File: config.mk
export PLATFORM = sky130hd
export DESIGN_NAME = noc_prio_arbiter
export DESIGN_NICKNAME = d
export VERILOG_FILES = /design/src/rtl/noc_prio_arbiter.sv
export SDC_FILE = /design/constraint.sdc
export NUM_CORES = 1
export LEC_CHECK = 0
export ABC_AREA = 0
export ABC_CLOCK_PERIOD_IN_PS = 2900
export CORE_AREA = 2 2 39 41
export DETAILED_ROUTE_END_ITERATION = 7
export DIE_AREA = 0 0 41 43
export GPL_ROUTABILITY_DRIVEN = 1
export PLACE_DENSITY = 0.64
export SLEW_MARGIN = 20
export SYNTH_ARGS = -nofsm -noshare
export SYNTH_HDL_FRONTEND = slang
export SYNTH_SLANG_ARGS = --single-unit
File: constraint.sdc
create_clock -name clk -period 2.9 [get_ports clk]
set_input_delay 0.58 -clock clk [delete_from_list [all_inputs] [get_ports clk]]
set_output_delay 0.58 -clock clk [all_outputs]
set_load 0.02 [all_outputs]
File: src/rtl/noc_prio_arbiter.sv
// N-input wormhole packet arbiter: fixed-priority or round-robin winner, grant locked head-to-tail.
// Latency: 1 cycle request-to-grant; 0 idle cycles from tail handshake to next grant.
// Backpressure: grant is held for any number of stalled cycles until hs_i & last_i.
module noc_prio_arbiter #(
   parameter int N_REQ   = 4,
   parameter int RR_MODE = 0,
   parameter int IDX_W   = $clog2(N_REQ)
) (
   input  logic             clk,
   input  logic             arst_n,
   input  logic [N_REQ-1:0] req_i,
   input  logic             hs_i,
   input  logic             last_i,
   output logic [N_REQ-1:0] grant_o,
   output logic [IDX_W-1:0] grant_idx_o,
   output logic             busy_o
);

   typedef enum logic {
      IDLE   = 1'b0,
      LOCKED = 1'b1
   } state_t;

   state_t           state;
   logic [IDX_W-1:0] ptr;
   logic [IDX_W-1:0] cand_idx;
   logic [IDX_W-1:0] win_idx;
   logic             win_vld;
   logic [N_REQ-1:0] win_oh;
   logic [IDX_W-1:0] ptr_nxt;
   logic             load;

   // Pick the winner: scan from the start index (0 or ptr) upward with wrap.
   // The loop runs from the far end back so the closest match is written last.
   always_comb begin
      int cand;
      win_vld  = 1'b0;
      win_idx  = '0;
      cand_idx = '0;
      cand     = 0;
      for (int k = N_REQ - 1; k >= 0; k--) begin
         cand = (RR_MODE != 0) ? int'(ptr) + k : k;
         if (cand >= N_REQ) begin
            cand = cand - N_REQ;
         end
         cand_idx = IDX_W'(cand);
         if (req_i[cand_idx]) begin
            win_vld = 1'b1;
            win_idx = cand_idx;
         end
      end
   end

   // One-hot winner, next round-robin pointer with explicit wrap, and the
   // condition under which a new arbitration result may be registered.
   always_comb begin
      win_oh  = {{(N_REQ-1){1'b0}}, 1'b1} << win_idx;
      ptr_nxt = (win_idx == IDX_W'(N_REQ - 1)) ? '0 : win_idx + IDX_W'(1);
      load    = (state == IDLE) || (hs_i && last_i);
   end

   // Arbitration FSM: grab a winner when idle or on the tail handshake,
   // otherwise freeze the grant regardless of req_i.
   always_ff @(posedge clk or negedge arst_n) begin
      if (!arst_n) begin
         state       <= IDLE;
         ptr         <= '0;
         grant_o     <= '0;
         grant_idx_o <= '0;
         busy_o      <= 1'b0;
      end else if (load) begin
         if (win_vld) begin
            state       <= LOCKED;
            grant_o     <= win_oh;
            grant_idx_o <= win_idx;
            busy_o      <= 1'b1;
            if (RR_MODE != 0) begin
               ptr <= ptr_nxt;
            end
         end else begin
            state       <= IDLE;
            grant_o     <= '0;
            grant_idx_o <= '0;
            busy_o      <= 1'b0;
         end
      end
   end

endmodule
[Word-level counts from Yosys, hierarchy flattened]
Index checks and enable logic that the tools add are counted.
Storage, ports and cells
  register bits after elaboration: 7
  output and inout port bits: 7
Operators by class
  shifts and indexed selects: 1
  mux-type cells: 11
  bitwise logic cells: 1
  reductions and logical operators: 2
Operators by type and width (count)
  two-way mux 2 bit: 5
  two-way mux 1 bit: 5
  two-way mux 4 bit: 1
  left shift 1 x 2 -> 4 bit, first input constant: 1
  logical AND 1 bit: 1
  logical OR 1 bit: 1
  NOT 1 bit: 1

[Depth between registers and ports, before layout]
Gate-level depths: netlist (run 1).
  depth after elaboration: 6
  depth in mapped cells: 4

[Least setup slack after synthesis (run 1)]
Ideal clock, no wire load.
  path type: input -> register
  start point: input hs_i
  end point: register grant_o[0]
  arrival time: 1165 ps
  path slack: 1610 ps
  stages on the path: 3
  buffers on the path: 1
  path through: a21boi_4 buf_6 mux2_4
Between the ends
  cells in the longest elaborated chain, start to end: 2
RTL lines
  start, declared: line 12  | input logic hs_i,
  logical AND 1 bit: line 59  | load = (state == IDLE) || (hs_i && last_i);
  logical OR 1 bit: line 59
  end signal, assigned: line 74  | grant_o <= win_oh;
  end, declared: line 14  | output logic [N_REQ-1:0] grant_o,
Every way passes these cells.
A chain may end at the register's enable or synchronous reset.

[Worst setup path in the final report (run 1)]
  start point: register grant_idx_o[1]
  end point: output grant_idx_o[1]
RTL lines
  start, declared: line 15  | output logic [IDX_W-1:0] grant_idx_o,
  start signal, assigned: line 75  | grant_idx_o <= win_idx;
No word-level cell between the ends.

==> results of run 1 <==
-- layer usage --
metal  global-route usage, %  wire length, um  vias to the layer above
met3                    1.57               59                        2
met2                    12.8              322                       10
met4                    8.00               13                        0
met5                       0                0                        -
li1                        -                -                      122
met1                    12.8              312                      120
-- worst paths after layout --
kind,from,endpoint,slack [ps],cells after the start
min in group asynchronous,arst_n,busy_o,590,1
min,grant_idx_o[0],grant_idx_o[0],480,2
max in group asynchronous,arst_n,grant_o[2],2070,1
max reg2reg,busy_o,grant_o[0],1720,2
min reg2reg,grant_idx_o[0],grant_idx_o[0],480,2
max,grant_idx_o[1],grant_idx_o[1],1100,1
-- cells in the mapped netlist, drive strengths merged --
master / number
nand2: 4
o41ai: 2
a21oi: 1
o21ai: 1
dfrtp: 7
inv: 1
nor4: 1
mux2: 1
a21boi: 1
buf: 1
nand2b: 2
o31ai: 1
nor2: 1
a22o: 1
-- per-stage QoR --
stage,total power [mW],hold slack (ps)
3_3_place_gp,0.174,464
4_1_cts,0.264,487
3_5_place_dp,0.175,467
2_1_floorplan,0.141,284
6_report,0.264,480
5_1_grt,0.277,515
-- kinds of logic after synthesis --
| logic type | after synthesis |
|---|---|
| AND/OR/NAND/NOR | 8 |
| AO/OA/AOI/OAI | 7 |
| flip-flops | 7 |
| buffers and inverters | 2 |
| multiplexers | 1 |
-- report_power, final --
part / total [mW] / internal (mW) / switching, mW
sequential: 0.111 / 0.106 / 0.00445
clock: 0.0906 / 0.0527 / 0.0380
combinational: 0.0627 / 0.0327 / 0.0300
-- flip-flops by register name, indices dropped and copies added (netlist names) --
name         cells
grant_o          4
busy_o           1
grant_idx_o      2
-- cell type report --
cell class / instances / area, um^2 / share of cell area [%]
flip-flops and latches: 7 / 175 / 34.9
repair buffers: 14 / 140 / 27.9
multi-input cells: 16 / 136 / 27.2
clock buffers: 4 / 26.3 / 5.24
well taps: 16 / 20.0 / 3.99
inverters: 1 / 3.75 / 0.748
-- worst reg2reg max path: cells and delay by family (launching register included) --
family | cells | cell delay, ps
flip-flops | 1 | 350
AO/OA/AOI/OAI | 1 | 380
multiplexers | 1 | 340
==> results.sh, run 1 <==
export IMPL_ys_ff_latch=7
export IMPL_cp_slowest_cell="clkdlybuf4s50_1"
export IMPL_htree_levels=1
export IMPL_fin_util_pct=36.3
export IMPL_tightest_slew_ps=377
export IMPL_diodes=0
export IMPL_nNetsFinal=51
export IMPL_yosysWarningCount=0
export IMPL_cts_path_max_buffers=2
export IMPL_wl_per_cell_um=12.2
export IMPL_via_count=254
export IMPL_cts_root_buf="clkbuf_4"
export IMPL_worstPathCellList="clkdlybuf4s50_1"
export IMPL_overflow=0
export IMPL_arrival_ps=1220
export IMPL_synth_mux_area_share_pct=4.60
export IMPL_peakVddDrop_mv=0.227
export IMPL_syn2layout_area_growth_pct=53.6
export IMPL_drtPass1Iterations=2
export IMPL_cts_buffers=3
export IMPL_yosys_area_top_type="dfrtp_1"
export IMPL_post_cts_buffers=0
export IMPL_synth_area_top_cells="dfrtp_1, o41ai_2, a21boi_4"
export IMPL_grt_max_degree=12
export IMPL_grt_pass1_vias=243
export IMPL_finalCritPeriodShare_pct=62.0
export IMPL_cts_tree="done"
export IMPL_dr_first_iter_drc_count=5
export IMPL_end_kind="output port"
export IMPL_synth_nets=33
export IMPL_row_count=14
export IMPL_maxSlewViolCount=0
export IMPL_slew_headroom_pct=74.8
export IMPL_drc=0
export IMPL_drv_cap=0
export IMPL_core_area_um2=1380
export IMPL_layout_cells_most_common="clkdlybuf4s50_1"
export IMPL_crit_family="buffers and inverters"
export IMPL_syn_area_um2=327
export IMPL_grt_use_total_pct=9.61
export IMPL_die_area_um2=1760
export IMPL_synth_top_area_share_pct=53.6
export IMPL_worstSetupPathType="flip-flop to output port"
export IMPL_clk_insertion_delay_late_ps=250
export IMPL_antenna_left=0
export IMPL_max_freq_mhz=556
export IMPL_synthCells=25
export IMPL_chipHeight_um=43
export IMPL_fin_tns_setup_ps=0
export IMPL_synth_distinct_cells=14
export IMPL_outcome="completed"
export IMPL_final_cell_mix="clkdlybuf4s50_1, dfrtp_1, nand2_1"
export IMPL_gp_congestion=0.728
export IMPL_die_w_um=41
export IMPL_stdcell_count=58
export IMPL_pin_count=15
export IMPL_setup_slack_ps=1100
export IMPL_synthAdderAreaFrac_pct=0
export IMPL_syn_avg_cell_area_um2=13.1
export IMPL_crit_fanout=2
export IMPL_grt_setup_unrepaired="false"
export IMPL_hold_buffers=0
export IMPL_placed_area_um2=475
export IMPL_setup_violations=0
export IMPL_crit_required_ps=2320
export IMPL_path_buf_inv=1
export IMPL_start_util_pct=23.6
export IMPL_finalHoldViolCount=0
export IMPL_drive_above_1_share_pct=19.0
export IMPL_antenna_found_initial=0
export IMPL_dp_slack_ps=1060
export IMPL_vias_per_cell=4.38
export IMPL_portBuffers=14
export IMPL_p_per_area_nw_per_um2=527
export IMPL_fin_area_um2=502
export IMPL_synth_simple_area_share_pct=13.4
export IMPL_p_leak_nw=0.218
export IMPL_grt_pass1_wl_mm=1.09
export IMPL_hpwl_um=469
export IMPL_finClkSkew_ps=5.15
export IMPL_routed_wl_um=708
export IMPL_critPathLaunchType="flip-flop"
export IMPL_fillCellCount=154
export IMPL_clk_pin_slew_ps=60
export IMPL_layout_min_cycle_time_ps=1800
export IMPL_synthXorXnorAreaFrac_pct=0
export IMPL_hold_path_class="flip-flop to flip-flop"
export IMPL_cts_resized=0
export IMPL_clock_sinks=7
export IMPL_synth_compound_area_share_pct=23.8
export IMPL_cpPeakStageDelay_ps=610
export IMPL_synth_top_family_by_area="compound AO/OA/AOI/OAI gates"
export IMPL_dp_cells=54
export IMPL_synth_seq_area_share_pct=53.6
Power figures use the tool's default switching activity.
==> inputs of run 2 (changes only) <==
ABC_CLOCK_PERIOD_IN_PS = 1750   (was 2900)
clock period = 1.75 ns   (was 2.9 ns; I/O delays follow)
==> results.sh, run 2 (same netlist as run 1, synthesis figures left out) <==
export IMPL_drv_cap=0
export IMPL_max_freq_mhz=641
export IMPL_grt_pass1_wl_mm=1.09
export IMPL_hpwl_um=522
export IMPL_gp_congestion=0.697
export IMPL_critPathLaunchType="flip-flop"
export IMPL_drive_above_1_share_pct=20.9
export IMPL_cp_slowest_cell="clkdlybuf4s50_1"
export IMPL_path_buf_inv=1
export IMPL_die_w_um=41
export IMPL_r2r_start="busy_o"
export IMPL_grt_use_total_pct=9.81
export IMPL_vias_per_cell=4.31
export IMPL_grt_max_degree=8
export IMPL_cp_startpoint="grant_o[3]"
export IMPL_worst_r2r_path_depth=3
export IMPL_pin_count=15
export IMPL_core_area_um2=1380
export IMPL_grt_pass1_vias=247
export IMPL_tightest_slew_ps=321
export IMPL_largest_register_ff_count=4
export IMPL_start_util_pct=23.6
export IMPL_hold_path_class="input pin to asynchronous set/reset pin"
export IMPL_finalHoldViolCount=0
export IMPL_antenna_left=0
export IMPL_cts_buffers=3
export IMPL_cts_resized=0
export IMPL_die_area_um2=1760
export IMPL_crit_required_ps=1400
export IMPL_crit_family="buffers and inverters"
export IMPL_post_cts_buffers=0
export IMPL_outcome="completed"
export IMPL_clk_pin_slew_ps=60
export IMPL_peakVddDrop_mv=0.348
export IMPL_htree_levels=1
export IMPL_slew_headroom_pct=78.5
export IMPL_syn2layout_area_growth_pct=55.9
export IMPL_end_kind="output port"
export IMPL_p_per_area_nw_per_um2=864
export IMPL_antenna_found_initial=0
export IMPL_dp_cells=55
export IMPL_p_leak_nw=0.222
export IMPL_wl_per_cell_um=11.4
export IMPL_reg2reg_slack_ps=670
export IMPL_overflow=0
export IMPL_finClkSkew_ps=10.3
export IMPL_hold_buffers=0
export IMPL_finalCritPeriodShare_pct=89.1
export IMPL_top_regs="grant_o: 4 flops, grant_idx_o: 2 flops, busy_o: 1 flops"
export IMPL_diodes=0
export IMPL_setup_violations=0
export IMPL_routed_wl_um=670
export IMPL_crit_fanout=2
export IMPL_fin_tns_setup_ps=0
export IMPL_layout_cells_most_common="clkdlybuf4s50_1"
export IMPL_stdcell_count=59
export IMPL_cpPeakStageDelay_ps=610
export IMPL_layout_min_cycle_time_ps=1560
export IMPL_maxSlewViolCount=0
export IMPL_via_count=254
export IMPL_row_count=14
export IMPL_chipHeight_um=43
export IMPL_worstPathCellList="clkdlybuf4s50_1"
export IMPL_nNetsFinal=52
export IMPL_grt_setup_unrepaired="false"
export IMPL_portBuffers=14
export IMPL_rr_endpoint="grant_idx_o[1]"
export IMPL_arrival_ps=1210
export IMPL_drtPass1Iterations=4
export IMPL_dr_first_iter_drc_count=15
export IMPL_worstSetupPathType="flip-flop to output port"
export IMPL_cts_tree="done"
export IMPL_cts_path_max_buffers=2
export IMPL_final_cell_mix="clkdlybuf4s50_1, dfrtp_1, nand2_1"
export IMPL_clock_sinks=7
export IMPL_setup_slack_ps=190
export IMPL_cts_root_buf="clkbuf_4"
export IMPL_regMostFlops="grant_o"
export IMPL_clk_insertion_delay_late_ps=260
export IMPL_drc=0
export IMPL_dp_slack_ps=245
run 2: changes by cell type in the layout (fill, tap and decap cells not counted), sizes merged:
cell,change
buf,+1
run 2: worst max-delay path by stage:
| stage | slack (ps) | depth (start not counted) | endpoint |
|---|---|---|---|
| 6_report | 190 | 1 | grant_o[3] |
| 5_1_grt | 140 | 1 | grant_o[0] |
| 4_1_cts | 180 | 1 | grant_o[2] |
| 3_5_place_dp | 240 | 3 | grant_o[0] |
| 3_3_place_gp | 260 | 3 | grant_o[0] |
| 2_1_floorplan | 530 | 3 | grant_o[0] |
run 2: report_power, final:
group          total, mW  internal [mW]  switching [mW]  leakage [nW]
Sequential         0.184          0.176         0.00762        0.0869
Combinational      0.105         0.0558          0.0487         0.121
Clock              0.151         0.0873          0.0639        0.0150
run 2: through the flow:
| stage | util (%) | instance area (um^2) | power, mW | hold slack (ps) |
|---|---|---|---|---|
| after floorplan | - | 327 | 0.234 | 54.4 |
| after global placement | 34.9 | 483 | 0.292 | 464 |
| after detailed placement | 34.9 | 483 | 0.293 | 470 |
| after CTS | 36.8 | 509 | 0.445 | 370 |
| after global routing | 36.8 | 509 | 0.464 | 388 |
| final | 36.8 | 509 | 0.440 | 350 |
run 2: layout make-up:
| type | instances | area [um^2] |
|---|---|---|
| Clock buffer | 4 | 26.3 |
| Sequential cell | 7 | 175 |
| Fill cell | 142 | 875 |
| Inverter | 1 | 3.75 |
| Tap cell | 16 | 20.0 |
| Timing Repair Buffer | 15 | 148 |
| Multi-Input combinational cell | 16 | 136 |
run 2: per-layer routing:
metal | vias to the layer above | GRT usage (%) | part of all wire (%)
met5 | - | 0 | 0
met4 | 0 | 8.00 | 0
met3 | 0 | 3.14 | 8.5
met2 | 12 | 12.8 | 48
met1 | 118 | 12.5 | 44
li1 | 124 | - | -
run 2: worst register-to-register path, delay by kind of cell, from the launching register on:
family                 cells  cell delay [ps]
buffers and inverters      1              160
flip-flops                 1              380
AO/OA/AOI/OAI              2              440
